[config.mk]
export PLATFORM = sky130hd
export DESIGN_NAME = decode_stage_flat
export DESIGN_NICKNAME = d
export VERILOG_FILES = /design/src/rtl/decode_stage.sv /design/src/rtl/decode_stage_if.sv /design/src/flat_wrapper.sv
export SDC_FILE = /design/constraint.sdc
export NUM_CORES = 1
export LEC_CHECK = 0
export BUFFER_PORTS_ARGS = -buffer_cell sky130_fd_sc_hd__buf_2
export CORE_ASPECT_RATIO = 0.5
export CORE_MARGIN = 3
export CORE_UTILIZATION = 49
export DETAILED_ROUTE_END_ITERATION = 7
export PLACE_DENSITY = 0.81
export SETUP_SLACK_MARGIN = 0.05
export SYNTH_ARGS = -nofsm -noshare
export SYNTH_HDL_FRONTEND = slang
export SYNTH_SLANG_ARGS = --single-unit
export TNS_END_PERCENT = 30
[constraint.sdc]
create_clock -name clk -period 2 [get_ports clk]
set_input_delay 0.2 -clock clk [delete_from_list [all_inputs] [get_ports clk]]
set_output_delay 0.2 -clock clk [all_outputs]
set_load 0.02 [all_outputs]
[src/rtl/decode_stage.sv]
// Registered MIPS control decode with valid/ready handshake, load-use stall and flush.
// Optional branch resolution (branch_taken/branch_offset) under DECODE_BRANCH_RESOLVE_EN.
package decode_pkg;
  localparam logic [5:0] OP_RTYPE = 6'h00, OP_BEQ  = 6'h04, OP_BNE   = 6'h05;
  localparam logic [5:0] OP_ADDI  = 6'h08, OP_ADDIU = 6'h09, OP_SLTI = 6'h0A, OP_SLTIU = 6'h0B;
  localparam logic [5:0] OP_ANDI  = 6'h0C, OP_ORI  = 6'h0D, OP_XORI  = 6'h0E, OP_LUI = 6'h0F;
  localparam logic [5:0] OP_LB  = 6'h20, OP_LH  = 6'h21, OP_LWL = 6'h22, OP_LW  = 6'h23;
  localparam logic [5:0] OP_LBU = 6'h24, OP_LHU = 6'h25, OP_LWR = 6'h26;
  localparam logic [5:0] OP_SB  = 6'h28, OP_SH  = 6'h29, OP_SWL = 6'h2A, OP_SW  = 6'h2B, OP_SWR = 6'h2E;

  localparam logic [5:0] FN_ADD = 6'h20, FN_ADDU = 6'h21, FN_SUB = 6'h22, FN_SUBU = 6'h23;
  localparam logic [5:0] FN_AND = 6'h24, FN_OR   = 6'h25, FN_XOR = 6'h26, FN_NOR  = 6'h27;
  localparam logic [5:0] FN_SLT = 6'h2A, FN_SLTU = 6'h2B;

  localparam logic [5:0] ALU_ADD = 6'd0, ALU_SUB = 6'd1, ALU_AND = 6'd2, ALU_OR   = 6'd3;
  localparam logic [5:0] ALU_XOR = 6'd4, ALU_NOR = 6'd5, ALU_SLT = 6'd6, ALU_SLTU = 6'd7;
endpackage

module decode_stage
  import decode_pkg::*;
#(
  parameter int XLEN           = 32,
  parameter int REG_ADDR_W     = 5,
  parameter int ALU_OP_W       = 6,
  parameter int LOAD_USE_STALL = 1
) (
  input  logic           clk,
  input  logic           rst_n,
  input  logic           flush,
  decode_stage_if.slave  bus
);

  localparam int CNT_W = (LOAD_USE_STALL > 0) ? $clog2(LOAD_USE_STALL + 1) : 1;

  typedef struct packed {
    logic [XLEN-1:0]       alu_a;
    logic [XLEN-1:0]       alu_b;
    logic [ALU_OP_W-1:0]   alu_op;
    logic [REG_ADDR_W-1:0] reg_w;
    logic                  reg_write_en;
    logic                  mem_read;
    logic                  mem_write;
    logic                  is_branch;
    logic                  illegal;
`ifdef DECODE_BRANCH_RESOLVE_EN
    logic                  branch_taken;
    logic [XLEN-1:0]       branch_offset;
`endif
  } bundle_t;

  logic [5:0]            opcode, func;
  logic [15:0]           imm16;
  logic [REG_ADDR_W-1:0] rs_idx, rt_idx, rd_idx;

  assign opcode = bus.instr[31:26];
  assign func   = bus.instr[5:0];
  assign imm16  = bus.instr[15:0];
  assign rs_idx = REG_ADDR_W'(bus.instr[25:21]);
  assign rt_idx = REG_ADDR_W'(bus.instr[20:16]);
  assign rd_idx = REG_ADDR_W'(bus.instr[15:11]);

  bundle_t d;
  logic    writes, use_rd, reads_rt, legal;

  always_comb begin
    // NOTE: every signal driven here gets a default first, so no path can infer a latch.
    d        = '0;
    d.alu_a  = bus.rs_data;
    d.alu_b  = bus.rt_data;
    d.alu_op = ALU_OP_W'(ALU_ADD);
    writes   = 1'b0;
    use_rd   = 1'b0;
    reads_rt = 1'b0;
    legal    = 1'b1;

    case (opcode)
      OP_RTYPE: begin
        writes   = 1'b1;
        use_rd   = 1'b1;
        reads_rt = 1'b1;
        case (func)
          FN_ADD, FN_ADDU: d.alu_op = ALU_OP_W'(ALU_ADD);
          FN_SUB, FN_SUBU: d.alu_op = ALU_OP_W'(ALU_SUB);
          FN_AND:          d.alu_op = ALU_OP_W'(ALU_AND);
          FN_OR:           d.alu_op = ALU_OP_W'(ALU_OR);
          FN_XOR:          d.alu_op = ALU_OP_W'(ALU_XOR);
          FN_NOR:          d.alu_op = ALU_OP_W'(ALU_NOR);
          FN_SLT:          d.alu_op = ALU_OP_W'(ALU_SLT);
          FN_SLTU:         d.alu_op = ALU_OP_W'(ALU_SLTU);
          default:         legal    = 1'b0;
        endcase
      end
      OP_BEQ, OP_BNE: begin
        d.is_branch = 1'b1;
        reads_rt    = 1'b1;
        d.alu_op    = ALU_OP_W'(ALU_SUB);
      end
      OP_ADDI, OP_ADDIU, OP_SLTI, OP_SLTIU: begin
        writes  = 1'b1;
        d.alu_b = XLEN'($signed(imm16));
        if (opcode == OP_SLTI)       d.alu_op = ALU_OP_W'(ALU_SLT);
        else if (opcode == OP_SLTIU) d.alu_op = ALU_OP_W'(ALU_SLTU);
      end
      OP_ANDI, OP_ORI, OP_XORI: begin
        writes  = 1'b1;
        d.alu_b = XLEN'(imm16);
        if (opcode == OP_ANDI)     d.alu_op = ALU_OP_W'(ALU_AND);
        else if (opcode == OP_ORI) d.alu_op = ALU_OP_W'(ALU_OR);
        else                       d.alu_op = ALU_OP_W'(ALU_XOR);
      end
      OP_LUI: begin
        writes  = 1'b1;
        d.alu_a = '0;
        d.alu_b = XLEN'($signed({imm16, 16'h0000}));
      end
      OP_LB, OP_LH, OP_LWL, OP_LW, OP_LBU, OP_LHU, OP_LWR: begin
        writes     = 1'b1;
        d.mem_read = 1'b1;
        d.alu_b    = XLEN'($signed(imm16));
      end
      OP_SB, OP_SH, OP_SWL, OP_SW, OP_SWR: begin
        reads_rt    = 1'b1;
        d.mem_write = 1'b1;
        d.alu_b     = XLEN'($signed(imm16));
      end
      default: legal = 1'b0;
    endcase

    // Illegal encodings still flow down the pipe, but as a harmless ADD with no side effects.
    d.illegal = !legal;
    if (!legal) d.alu_op = ALU_OP_W'(ALU_ADD);
    d.reg_w        = use_rd ? rd_idx : rt_idx;
    d.reg_write_en = writes && legal && (d.reg_w != '0);

`ifdef DECODE_BRANCH_RESOLVE_EN
    d.branch_taken  = ((opcode == OP_BEQ) && (bus.rs_data == bus.rt_data)) ||
                      ((opcode == OP_BNE) && (bus.rs_data != bus.rt_data));
    d.branch_offset = XLEN'($signed({imm16, 2'b00}));
`endif
  end

  bundle_t               out_q;
  logic                  out_valid_q;
  logic [CNT_W-1:0]      cnt;
  logic [REG_ADDR_W-1:0] load_dst;
  logic                  hazard, xfer;

  assign hazard = (cnt != '0) &&
                  ((rs_idx == load_dst) || (reads_rt && (rt_idx == load_dst)));
  assign bus.in_ready = (!out_valid_q || bus.out_ready) && !hazard && !flush;
  assign xfer         = bus.in_valid && bus.in_ready;

  always_ff @(posedge clk or negedge rst_n) begin
    if (!rst_n) begin
      out_q       <= '0;
      out_valid_q <= 1'b0;
      cnt         <= '0;
      load_dst    <= '0;
    end else if (flush) begin
      out_valid_q <= 1'b0;
      cnt         <= '0;
    end else begin
      // NOTE: sequential state uses non-blocking assignments so every register sees pre-edge values.
      if (xfer) begin
        out_q       <= d;
        out_valid_q <= 1'b1;
      end else if (bus.out_ready) begin
        out_valid_q <= 1'b0;
      end

      if (xfer && d.mem_read && (rt_idx != '0)) begin
        load_dst <= rt_idx;
        cnt      <= CNT_W'(LOAD_USE_STALL);
      end else if ((cnt != '0) && bus.out_ready) begin
        cnt <= cnt - CNT_W'(1);
      end
    end
  end

  assign bus.out_valid        = out_valid_q;
  assign bus.out_alu_a        = out_q.alu_a;
  assign bus.out_alu_b        = out_q.alu_b;
  assign bus.out_alu_op       = out_q.alu_op;
  assign bus.out_reg_w        = out_q.reg_w;
  assign bus.out_reg_write_en = out_q.reg_write_en;
  assign bus.out_mem_read     = out_q.mem_read;
  assign bus.out_mem_write    = out_q.mem_write;
  assign bus.out_is_branch    = out_q.is_branch;
  assign bus.out_illegal      = out_q.illegal;
`ifdef DECODE_BRANCH_RESOLVE_EN
  assign bus.branch_taken     = out_q.branch_taken;
  assign bus.branch_offset    = out_q.branch_offset;
`endif

endmodule

[src/rtl/decode_stage_if.sv]
// Handshake/bundle bus between register-read, decode_stage and execute.
// Branch-resolve signals exist only when DECODE_BRANCH_RESOLVE_EN is defined.
interface decode_stage_if #(
  parameter int XLEN       = 32,
  parameter int REG_ADDR_W = 5,
  parameter int ALU_OP_W   = 6
);
  logic                  in_valid;
  logic                  in_ready;
  logic [31:0]           instr;
  logic [XLEN-1:0]       rs_data;
  logic [XLEN-1:0]       rt_data;
  logic                  out_valid;
  logic                  out_ready;
  logic [XLEN-1:0]       out_alu_a;
  logic [XLEN-1:0]       out_alu_b;
  logic [ALU_OP_W-1:0]   out_alu_op;
  logic [REG_ADDR_W-1:0] out_reg_w;
  logic                  out_reg_write_en;
  logic                  out_mem_read;
  logic                  out_mem_write;
  logic                  out_is_branch;
  logic                  out_illegal;
`ifdef DECODE_BRANCH_RESOLVE_EN
  logic                  branch_taken;
  logic [XLEN-1:0]       branch_offset;
`endif

  // Upstream/downstream side of the stage.
  modport master (
    output in_valid, instr, rs_data, rt_data, out_ready,
    input  in_ready, out_valid, out_alu_a, out_alu_b, out_alu_op, out_reg_w,
           out_reg_write_en, out_mem_read, out_mem_write, out_is_branch, out_illegal
`ifdef DECODE_BRANCH_RESOLVE_EN
    , input branch_taken, branch_offset
`endif
  );

  // The decode stage itself.
  modport slave (
    input  in_valid, instr, rs_data, rt_data, out_ready,
    output in_ready, out_valid, out_alu_a, out_alu_b, out_alu_op, out_reg_w,
           out_reg_write_en, out_mem_read, out_mem_write, out_is_branch, out_illegal
`ifdef DECODE_BRANCH_RESOLVE_EN
    , output branch_taken, branch_offset
`endif
  );
endinterface

[src/flat_wrapper.sv]
// flat-port wrapper written by rule: the top's interface ports become plain ports
module decode_stage_flat import decode_pkg::*;
#(
  parameter int XLEN           = 32,
  parameter int REG_ADDR_W     = 5,
  parameter int ALU_OP_W       = 6,
  parameter int LOAD_USE_STALL = 1
)
  (clk, rst_n, flush, bus_in_valid, bus_instr, bus_rs_data, bus_rt_data, bus_out_ready, bus_in_ready, bus_out_valid, bus_out_alu_a, bus_out_alu_b, bus_out_alu_op, bus_out_reg_w, bus_out_reg_write_en, bus_out_mem_read, bus_out_mem_write, bus_out_is_branch, bus_out_illegal);
  decode_stage_if #(.XLEN(XLEN), .REG_ADDR_W(REG_ADDR_W), .ALU_OP_W(ALU_OP_W)) bus_i ();
  input  logic clk;
  input  logic rst_n;
  input  logic flush;
  input wire logic [$bits(bus_i.in_valid)-1:0] bus_in_valid;
  input wire logic [$bits(bus_i.instr)-1:0] bus_instr;
  input wire logic [$bits(bus_i.rs_data)-1:0] bus_rs_data;
  input wire logic [$bits(bus_i.rt_data)-1:0] bus_rt_data;
  input wire logic [$bits(bus_i.out_ready)-1:0] bus_out_ready;
  output wire logic [$bits(bus_i.in_ready)-1:0] bus_in_ready;
  output wire logic [$bits(bus_i.out_valid)-1:0] bus_out_valid;
  output wire logic [$bits(bus_i.out_alu_a)-1:0] bus_out_alu_a;
  output wire logic [$bits(bus_i.out_alu_b)-1:0] bus_out_alu_b;
  output wire logic [$bits(bus_i.out_alu_op)-1:0] bus_out_alu_op;
  output wire logic [$bits(bus_i.out_reg_w)-1:0] bus_out_reg_w;
  output wire logic [$bits(bus_i.out_reg_write_en)-1:0] bus_out_reg_write_en;
  output wire logic [$bits(bus_i.out_mem_read)-1:0] bus_out_mem_read;
  output wire logic [$bits(bus_i.out_mem_write)-1:0] bus_out_mem_write;
  output wire logic [$bits(bus_i.out_is_branch)-1:0] bus_out_is_branch;
  output wire logic [$bits(bus_i.out_illegal)-1:0] bus_out_illegal;
  assign bus_i.in_valid = bus_in_valid;
  assign bus_i.instr = bus_instr;
  assign bus_i.rs_data = bus_rs_data;
  assign bus_i.rt_data = bus_rt_data;
  assign bus_i.out_ready = bus_out_ready;
  assign bus_in_ready = bus_i.in_ready;
  assign bus_out_valid = bus_i.out_valid;
  assign bus_out_alu_a = bus_i.out_alu_a;
  assign bus_out_alu_b = bus_i.out_alu_b;
  assign bus_out_alu_op = bus_i.out_alu_op;
  assign bus_out_reg_w = bus_i.out_reg_w;
  assign bus_out_reg_write_en = bus_i.out_reg_write_en;
  assign bus_out_mem_read = bus_i.out_mem_read;
  assign bus_out_mem_write = bus_i.out_mem_write;
  assign bus_out_is_branch = bus_i.out_is_branch;
  assign bus_out_illegal = bus_i.out_illegal;
  decode_stage #(.XLEN(XLEN), .REG_ADDR_W(REG_ADDR_W), .ALU_OP_W(ALU_OP_W), .LOAD_USE_STALL(LOAD_USE_STALL)) u_core (.clk(clk), .rst_n(rst_n), .flush(flush), .bus(bus_i));
endmodule
# After elaboration in Yosys (flattened, before gate mapping)

Cells that the tools add are included.

Input port bits: 101
Output and inout port bits: 82
Logic and storage cells: 106
Bits in registers: 87

Equality and inequality tests: 34
Muxes and demuxes: 24
Reduce and logical (&&, ||, !) cells: 34
Bitwise operators: 1
Add/sub/neg operators: 1

Operators with widths:

| cell                                                | count |
|---|---|
| equality test 6 bit, second input constant          | 22 |
| case mux 32 bit (3 select lines)                    | 1 |
| equality test 6 x 4 -> 1 bit, second input constant | 8 |
| two-way mux 32 bit                                  | 1 |
| OR reduction 16 bit                                 | 2 |
| case mux 6 bit (4 select lines)                     | 1 |
| OR reduction 22 bit                                 | 1 |
| case mux 3 bit (7 select lines)                     | 1 |
| two-way mux 1 bit                                   | 13 |
| equality test 6 x 3 -> 1 bit, second input constant | 2 |
| two-way mux 3 bit                                   | 4 |
| equality test 5 bit                                 | 2 |
| logical AND 1 bit                                   | 10 |
| nonzero test 5 bit                                  | 2 |
| OR reduction 10 bit                                 | 1 |
| OR reduction 8 bit                                  | 1 |
| OR reduction 7 bit                                  | 1 |
| zero test 6 bit                                     | 1 |
| two-way mux 6 bit                                   | 1 |
| nonzero test 3 bit                                  | 2 |
| two-way mux 5 bit                                   | 1 |
| OR reduction 5 bit                                  | 1 |
| zero test 1 bit                                     | 4 |
| AND reduction 2 bit                                 | 2 |
| 7 further kinds                                     | 9 |

# Logic depth before layout (Yosys ltp)

Gate-level depths: netlist of run 1.

Word-level depth: 14
Depth in mapped cells: 8
Gate-level depth less buffers: 5

# Worst setup path after synthesis of run 1

No wires, ideal clock.

Path type: register -> register
Start point: register u_core.load_dst[4]
End point: register u_core.out_q (netlist bit u_core.bus.out_alu_b[17])
Cell stages (with the launch flop): 7
Clock period less this slack: 1789 ps
Arrival time: 1661 ps
Path slack: 211 ps
Path buffers: 1
Data required time: 1872 ps
Setup time: 128 ps
Path through: dfrtp_1 xor2_1 nor4_1 o211ai_2 nand4_4 buf_6 mux2_1

Longest elaborated chain between the ends: 9
Elaborated cells between the ends (all ways): 10
Those cells by class: 2 x eq/ne; 8 x reduce/logical

RTL lines:

| what                              | line                | source |
|---|---|---|
| start, declared                   | decode_stage.sv:145 | `logic [REG_ADDR_W-1:0] load_dst;` |
| start signal, assigned            | decode_stage.sv:172 | `load_dst <= rt_idx;` |
| equality test 5 bit               | decode_stage.sv:149 | `((rs_idx == load_dst) \|\| (reads_rt && (rt_idx == load_dst)));` |
| logical AND 1 bit                 | decode_stage.sv:149 |  |
| logical OR 1 bit *                | decode_stage.sv:149 |  |
| logical AND 1 bit *               | decode_stage.sv:148 | `assign hazard = (cnt != '0) &&` |
| zero test 1 bit *                 | decode_stage.sv:150 | `assign bus.in_ready = (!out_valid_q \|\| bus.out_ready) && !hazard && !flush;` |
| logical AND 1 bit * (2 in series) | decode_stage.sv:150 |  |
| logical AND 1 bit *               | decode_stage.sv:151 | `assign xfer = bus.in_valid && bus.in_ready;` |
| AND reduction 2 bit (no line) *   | -                   |  |
| end signal, assigned              | decode_stage.sv:155 | `out_q <= '0;` |
| end signal, assigned              | decode_stage.sv:165 | `out_q <= d;` |
| end, declared                     | decode_stage.sv:142 | `bundle_t out_q;` |

Every way passes the cells marked *; elsewhere a longest branch is shown, timed or not.
A chain may end at the register's enable or synchronous reset.

# Worst setup path in the final report of run 1

Start point: register u_core.load_dst[4]
End point: register u_core.out_q (netlist bit u_core.bus.out_alu_a[1])

The elaborated chain is that of the path after synthesis.

==> out/metrics.yaml, run 1 <==
status:
  outcome: "complete, but fails checks"
  violations: "setup timing"
place:
  io_buffers: 179
  finalWeightedCongestion: 0.868
  dpl-instance-area_um2: 5550
  place_hpwl_um: 8360
  preCtsSetupSlack_ns: -0.111
critical_path:
  r2r_cells: 8
  cp.required_ns: 2.26
  path_common_cell: "clkbuf_16"
  start_kind: "register"
  r2r_end: "u_core.bus.out_alu_a[1]"
  r2r-start: "u_core.load_dst[4]"
  critPathMaxFanout: 10
  crit_end: "u_core.bus.out_alu_a[1]"
  crit_type: "reg2reg"
  critPathMaxStageDelay_ns: 0.42
  cp-end-kind: "register"
  crit_arrival_ns: 2.29
  cp-startpoint: "u_core.load_dst[4]"
  crit_chain: "buf_4 -> xor2_1 -> nor4_1 -> nand3_1 -> nand4_4 -> clkbuf_16 -> clkbuf_16 -> mux2i_1"
  r2r_setup_slack_ns: -0.03
  cpMaxStageDelayCell: "dfrtp_1"
layout:
  nets: 725
  antenna_cells: 0
  seqCellArea_um2: 2100
  multi_input_comb_area_um2: 2130
  fillers: 672
  stdcell_area_um2: 6240
  layout-drive-gt1-share_pct: 44.8
  area_growth_pct: 38.8
floorplan:
  ios: 183
  design.core.area_um2: 8830
  rows: 24
  die_h_um: 73.8
  initial_core_util_pct: 50.9
  die_area_um2: 10400
  die_x_um: 141
route:
  wl_met1_um: 5220
  wl_met2_um: 6430
  routed_wl_um: 12600
  wl_met3_um: 720
  ant_nets: 0
  vias_per_cell: 5.24
  dr.max_layer_used: "met4"
  first_pass_iters: 5
  drt-initial-drc-count: 230
  vias: 3906
  drcViolationCount: 0
  avgRoutedWirePerCell_um: 17.0
grt:
  first_global_vias: 3651
  grt_usage_pct: 21.9
  grt_pass1_wl_um: 18000
  grt_max_degree: 59
  antenna_found_initial: 0
  grt_remaining_overflow: 0
logic_synthesis:
  ys_warn_count: 0
  async_flop_share_pct: 100
  yosysSeqAreaShare_pct: 46.7
  netlist_area_um2: 4500
  yosysUniqueCellTypes: 53
  synth-main-ff-cell: "dfrtp_1"
  ys_seq_elements: 84
  syn_area_per_cell_um2: 10.5
  netlist_instances: 427
  synth-edff-count: 0
timing:
  timing.final.crit_share_pct: 102
  max_freq_mhz: 492
  slew_viol_final: 0
  period_minus_slack_ns: 2.03
  hold_violations: 0
  grt_setup_unrepaired: "true"
  skew_ns: 0.00660
  layout_setup_ws_ns: -0.0334
  final-setup-viol-count: 49
clocking:
  cts-htree-levels: 3
  cts_sinks: 84
  clockBufferDepth: 2
  cts_buffers: 9
  clk_pin_slew_worst_paths_ns: 0.06
  clk_latency_ns: 0.34
  cts_tree: "done"
  root_buffer: "clkbuf_16"
flow_run:
  cap_violations: 0
power:
  p_leak_nw: 3.61
  power.density_nw_per_um2: 890
  ir_worst_vdd_mv: 0.695
min_path:
  hp-class: "in2reg"
==> Yosys cell counts, types with 2 or more instances <==
master | count | area share, %
buf_2 | 5 | 0.56
nor2_1 | 5 | 0.42
nand3_1 | 5 | 0.56
inv_2 | 2 | 0.17
nand2_1 | 71 | 5.9
xor2_1 | 10 | 1.9
dfrtp_1 | 84 | 47
inv_1 | 53 | 4.4
nand3b_1 | 2 | 0.33
buf_1 | 2 | 0.17
nor3_2 | 2 | 0.45
o211ai_1 | 13 | 2.2
buf_6 | 8 | 2.0
mux2_4 | 2 | 0.67
o21ai_0 | 6 | 0.67
and3_1 | 3 | 0.42
mux2_1 | 5 | 1.3
nand2b_1 | 2 | 0.28
a211oi_1 | 2 | 0.33
a21oi_1 | 2 | 0.22
nor4_1 | 2 | 0.28
or4_1 | 2 | 0.33
a22oi_1 | 16 | 2.7
mux2i_1 | 48 | 11
mux2_2 | 34 | 8.5
clkbuf_1 | 5 | 0.42
buf_4 | 7 | 1.2
xnor2_1 | 2 | 0.39
buf_8 | 2 | 0.67
o221ai_1 | 2 | 0.39
==> metal layers <==
layer / GRT usage [%] / vias to the layer above
met1: 26.9 / 1892
met2: 37.8 / 147
met5: 0 / -
li1: - / 1835
met4: 8.62 / 0
met3: 5.66 / 32
==> what timing repair did <==
action                     in CTS  in global routing
hold buffers                    1                  0
cloned                          1                  5
setup buffers                   3                  5
setup endpoints to repair      58                 62
pin swaps                       6                  7
hold endpoints to repair       26                  0
resized for setup              21                 21
==> worst max-delay path, delay by kind of cell, from the launching register on <==
kind / cells / cell delay [ns]
flip-flops: 1 / 0.42
XOR/XNOR: 1 / 0.13
AND/OR/NAND/NOR: 3 / 0.68
multiplexers: 1 / 0.19
buffers and inverters: 3 / 0.53
==> cells in the final DEF, fill, tap and decap left out, types with 2 or more instances in the layout <==
cell type,n
a211oi_1,2
nand2_1,71
or4_1,2
clkinvlp_4,3
o211ai_1,13
inv_2,2
dfrtp_1,84
mux2_4,31
buf_2,177
nor2_1,5
nand2b_1,2
o221ai_1,2
conb_1,3
buf_4,20
buf_6,2
mux2i_1,47
inv_1,53
o21ai_0,6
and3_1,2
a22oi_1,16
buf_12,6
mux2_2,9
nand3b_1,2
clkbuf_16,14
nand3_1,5
a21oi_1,2
xnor2_1,2
and3_4,2
xor2_1,9
==> how the worst min path moves through the flow <==
stage               startpoint                  endpoint  slack (ns)  cells past startpoint
4_1_cts        bus_rs_data[11]  u_core.bus.out_alu_a[11]        0.08                      3
2_1_floorplan            rst_n   u_core.bus.out_alu_a[0]        -0.1                      0
6_report       bus_rs_data[11]  u_core.bus.out_alu_a[11]        0.09                      3
5_1_grt        bus_rs_data[10]  u_core.bus.out_alu_a[10]        0.09                      3
3_5_place_dp             rst_n  u_core.bus.out_alu_op[2]        0.15                      1
3_3_place_gp             rst_n  u_core.bus.out_alu_op[2]        0.14                      1
==> state kept, by name (all words and copies together) (netlist names) <==
register                     flops
u_core.bus.out_mem_read          1
u_core.cnt                       1
u_core.load_dst                  5
u_core.bus.out_alu_a            32
u_core.bus.out_reg_w             5
u_core.bus.out_is_branch         1
u_core.bus.out_alu_op            3
u_core.bus.out_alu_b            32
u_core.bus.out_reg_write_en      1
u_core.bus.out_mem_write         1
u_core.bus.out_illegal           1
u_core.bus.out_valid             1
==> report_power, final <==
group,switching [mW],internal [mW]
clock,0.675,1.00
sequential,0.180,2.01
combinational,0.955,0.731
total,1.81,3.75
==> final cells by class <==
| type | instances | share of cell area [%] |
|---|---|---|
| inverter | 55 | 3.31 |
| sequential | 84 | 33.7 |
| tap | 117 | 2.34 |
| multi-input combinational | 261 | 34.1 |
| clock inverter | 5 | 0.982 |
| timing repair buffer | 213 | 21.7 |
| clock buffer | 11 | 3.89 |
==> cell families (layout without fill, tap and decap cells) <==
group	count (synthesis)	count (layout)	synth area share (%)
AO/OA/AOI/OAI	52	52	8.71
XOR/XNOR	12	12	2.34
buffers and inverters	84	284	9.57
flip-flops	84	84	46.7
multiplexers	89	89	21.1
other	1	3	0.0834
AND/OR/NAND/NOR	105	105	11.5
==> stage by stage <==
stage	setup TNS (ns)	std cells	power (mW)	hold slack [ns]	utilization (%)
global placement	0	716	3.67	0.139	62.8
floorplan	0	429	3.11	-0.0956	-
finish	-0.655	746	5.56	0.0914	70.7
detailed placement	-1.68	716	3.72	0.149	62.8
global route	-12.15	746	5.83	0.0862	70.7
CTS	-0.00111	737	5.47	0.0836	68.0
Power figures use the tool's default switching activity.
==> run 2: changes to the inputs <==
--- a/config.mk
+++ b/config.mk
@@ -12,6 +12,7 @@
 export DETAILED_ROUTE_END_ITERATION = 7
 export PLACE_DENSITY = 0.81
 export SETUP_SLACK_MARGIN = 0.05
+export SKIP_LAST_GASP = 1
 export SYNTH_ARGS = -nofsm -noshare
 export SYNTH_HDL_FRONTEND = slang
 export SYNTH_SLANG_ARGS = --single-unit
==> run 2 against run 1 <==
Against the previous run:
- the flow now finishes without violations
- final area shrank 0.92%
- via count down 1.6%
- clock skew decreased by 0.0013 ns
- largest cell class is now registers
- combinational power decreased by 3%
- cell count rose by 0.27%
- register-to-register slack better by 0.07 ns
- critical path type unchanged
- count of clock-buffer cells in the layout is the same
- die area is the same
- fmax up 3.5%
- utilization down 0.65 points
==> out/metrics.yaml, run 2 (synthesis gave the netlist of run 1 again) <==
power:
  power.density_nw_per_um2: 890
  pwr-share-seq_pct: 39.7
  p_leak_nw: 3.54
  ir_worst_vdd_mv: 0.678
  switching_share_pct: 32.7
  combPwrFrac_pct: 29.8
  p_sw_mw: 1.80
  p_int_mw: 3.71
  pwr-share-clk_pct: 30.5
route:
  ant_nets: 0
  drt-initial-drc-count: 251
  routed_wl_um: 12300
  drcViolationCount: 0
  avgRoutedWirePerCell_um: 16.5
  first_pass_iters: 5
  vias: 3844
  vias_per_cell: 5.14
grt:
  grtUsageMet3_pct: 5.79
  first_global_vias: 3620
  use_met2_pct: 37.6
  grt_pass1_wl_um: 17700
  use_met1_pct: 26.0
  grt_busiest_layer: "met2"
  grt_max_degree: 59
  grt_remaining_overflow: 0
  grt_usage_pct: 21.6
  antenna_found_initial: 0
clocking:
  clk_latency_ns: 0.34
  cts_buffers: 9
  root_buffer: "clkbuf_16"
  cts_tree: "done"
  cts_sinks: 84
  clockBufferDepth: 2
  cts-htree-levels: 3
  clk_pin_slew_worst_paths_ns: 0.06
min_path:
  hp-class: "in2reg"
floorplan:
  design.core.area_um2: 8830
  die_area_um2: 10400
  ios: 183
  rows: 24
  die_x_um: 141
  initial_core_util_pct: 50.9
  die_h_um: 73.8
layout:
  stdcell_count: 748
  stdcell_area_um2: 6190
  area_growth_pct: 37.5
  layout-drive-gt1-share_pct: 44.7
  nets: 727
  layout_commonest_cell: "buf_2"
  final_cell_mix: "buf_2 (177), dfrtp_1 (84), nand2_1 (71), inv_1 (53), mux2i_1 (47)"
  antenna_cells: 0
critical_path:
  critPathMaxFanout: 6
  crit_arrival_ns: 2.22
  start_kind: "register"
  cp-end-kind: "register"
  crit_type: "reg2reg"
  cp.required_ns: 2.26
timing:
  timing.final.crit_share_pct: 98.3
  max_freq_mhz: 509
  layout_setup_ws_ns: 0.0350
  skew_ns: 0.00531
  final-setup-viol-count: 0
  period_minus_slack_ns: 1.97
  setup_tns_ns: 0
  grt_setup_unrepaired: "true"
  hold_violations: 0
  slew_viol_final: 0
place:
  dpl-instance-area_um2: 5550
  finalWeightedCongestion: 0.868
  dp.cells: 716
  io_buffers: 179
  preCtsSetupSlack_ns: -0.111
  place_hpwl_um: 8360
status:
  outcome: "finished, final reports clean"
flow_run:
  cap_violations: 0
[run 2: changes by cell type in the layout (fill, tap and decap cells not counted), moves of 2 or more]
cell	delta
buf_4	+2
mux2_1	+3
mux2_2	+17
mux2_4	-20
[run 2: per-layer routing]
metal	wire (µm)	share of wire, %	vias to the layer above
met1	5040	41	1854
met2	6410	52	130
met4	248	2.0	0
met5	0	0	-
met3	627	5.1	28
li1	-	-	1832
[run 2: layout make-up]
type	instances	area (µm²)
clock inverters	5	61.3
well taps	117	146
fillers	696	2640
repair buffers	215	1370
clock buffers	11	243
flip-flops and latches	84	2100
inverters	55	206
multi-input cells	261	2060
[run 2: worst max-delay path: stages, from the launching register on]
cell and delay [ns]:
dfrtp_1 0.42, xor2_2 0.18, nor4_4 0.30, o211ai_2 0.16, nand4_4 0.26, clkbuf_16 0.22, buf_16 0.13, mux2i_4 0.21
[run 2: path summary, 6_finish.rpt]
kind                                           from                       end  slack (ns)  cells past startpoint
max                              u_core.load_dst[4]   u_core.bus.out_alu_a[3]        0.03                      7
min                                 bus_rs_data[11]  u_core.bus.out_alu_a[11]        0.09                      3
max reg2reg                      u_core.load_dst[4]   u_core.bus.out_alu_a[3]        0.03                      7
min reg2reg                u_core.bus.out_mem_write  u_core.bus.out_mem_write        0.49                      1
max in group asynchronous                     rst_n  u_core.bus.out_alu_a[29]        1.04                      3
min in group asynchronous                     rst_n   u_core.bus.out_alu_b[1]        0.33                      2
[run 2: stage by stage]
stage	hold slack (ns)	total power, mW	util, %
floorplan	-0.0956	3.11	-
global placement	0.139	3.67	62.8
detailed placement	0.149	3.72	62.8
CTS	0.0836	5.43	67.3
global route	0.0878	5.78	70.1
finish	0.0940	5.50	70.1
[run 2: what timing repair did]
item / in CTS / in global routing
setup endpoints to repair: 58 / 69
hold buffers: 1 / 0
pin swaps: 5 / 6
buffers inserted: 3 / 6
hold endpoints to repair: 26 / 0
gates cloned: 1 / 6
gates resized for setup: 5 / 16
[run 2: power groups by stage]
stage | clock, mW | sequential (mW) | combinational (mW)
final | 1.68 | 2.19 | 1.64
after global placement | 0 | 2.20 | 1.48
after detailed placement | 0 | 2.20 | 1.52
after CTS | 1.70 | 2.18 | 1.55
after global routing | 1.80 | 2.22 | 1.76
after floorplan | 0 | 2.57 | 0.545
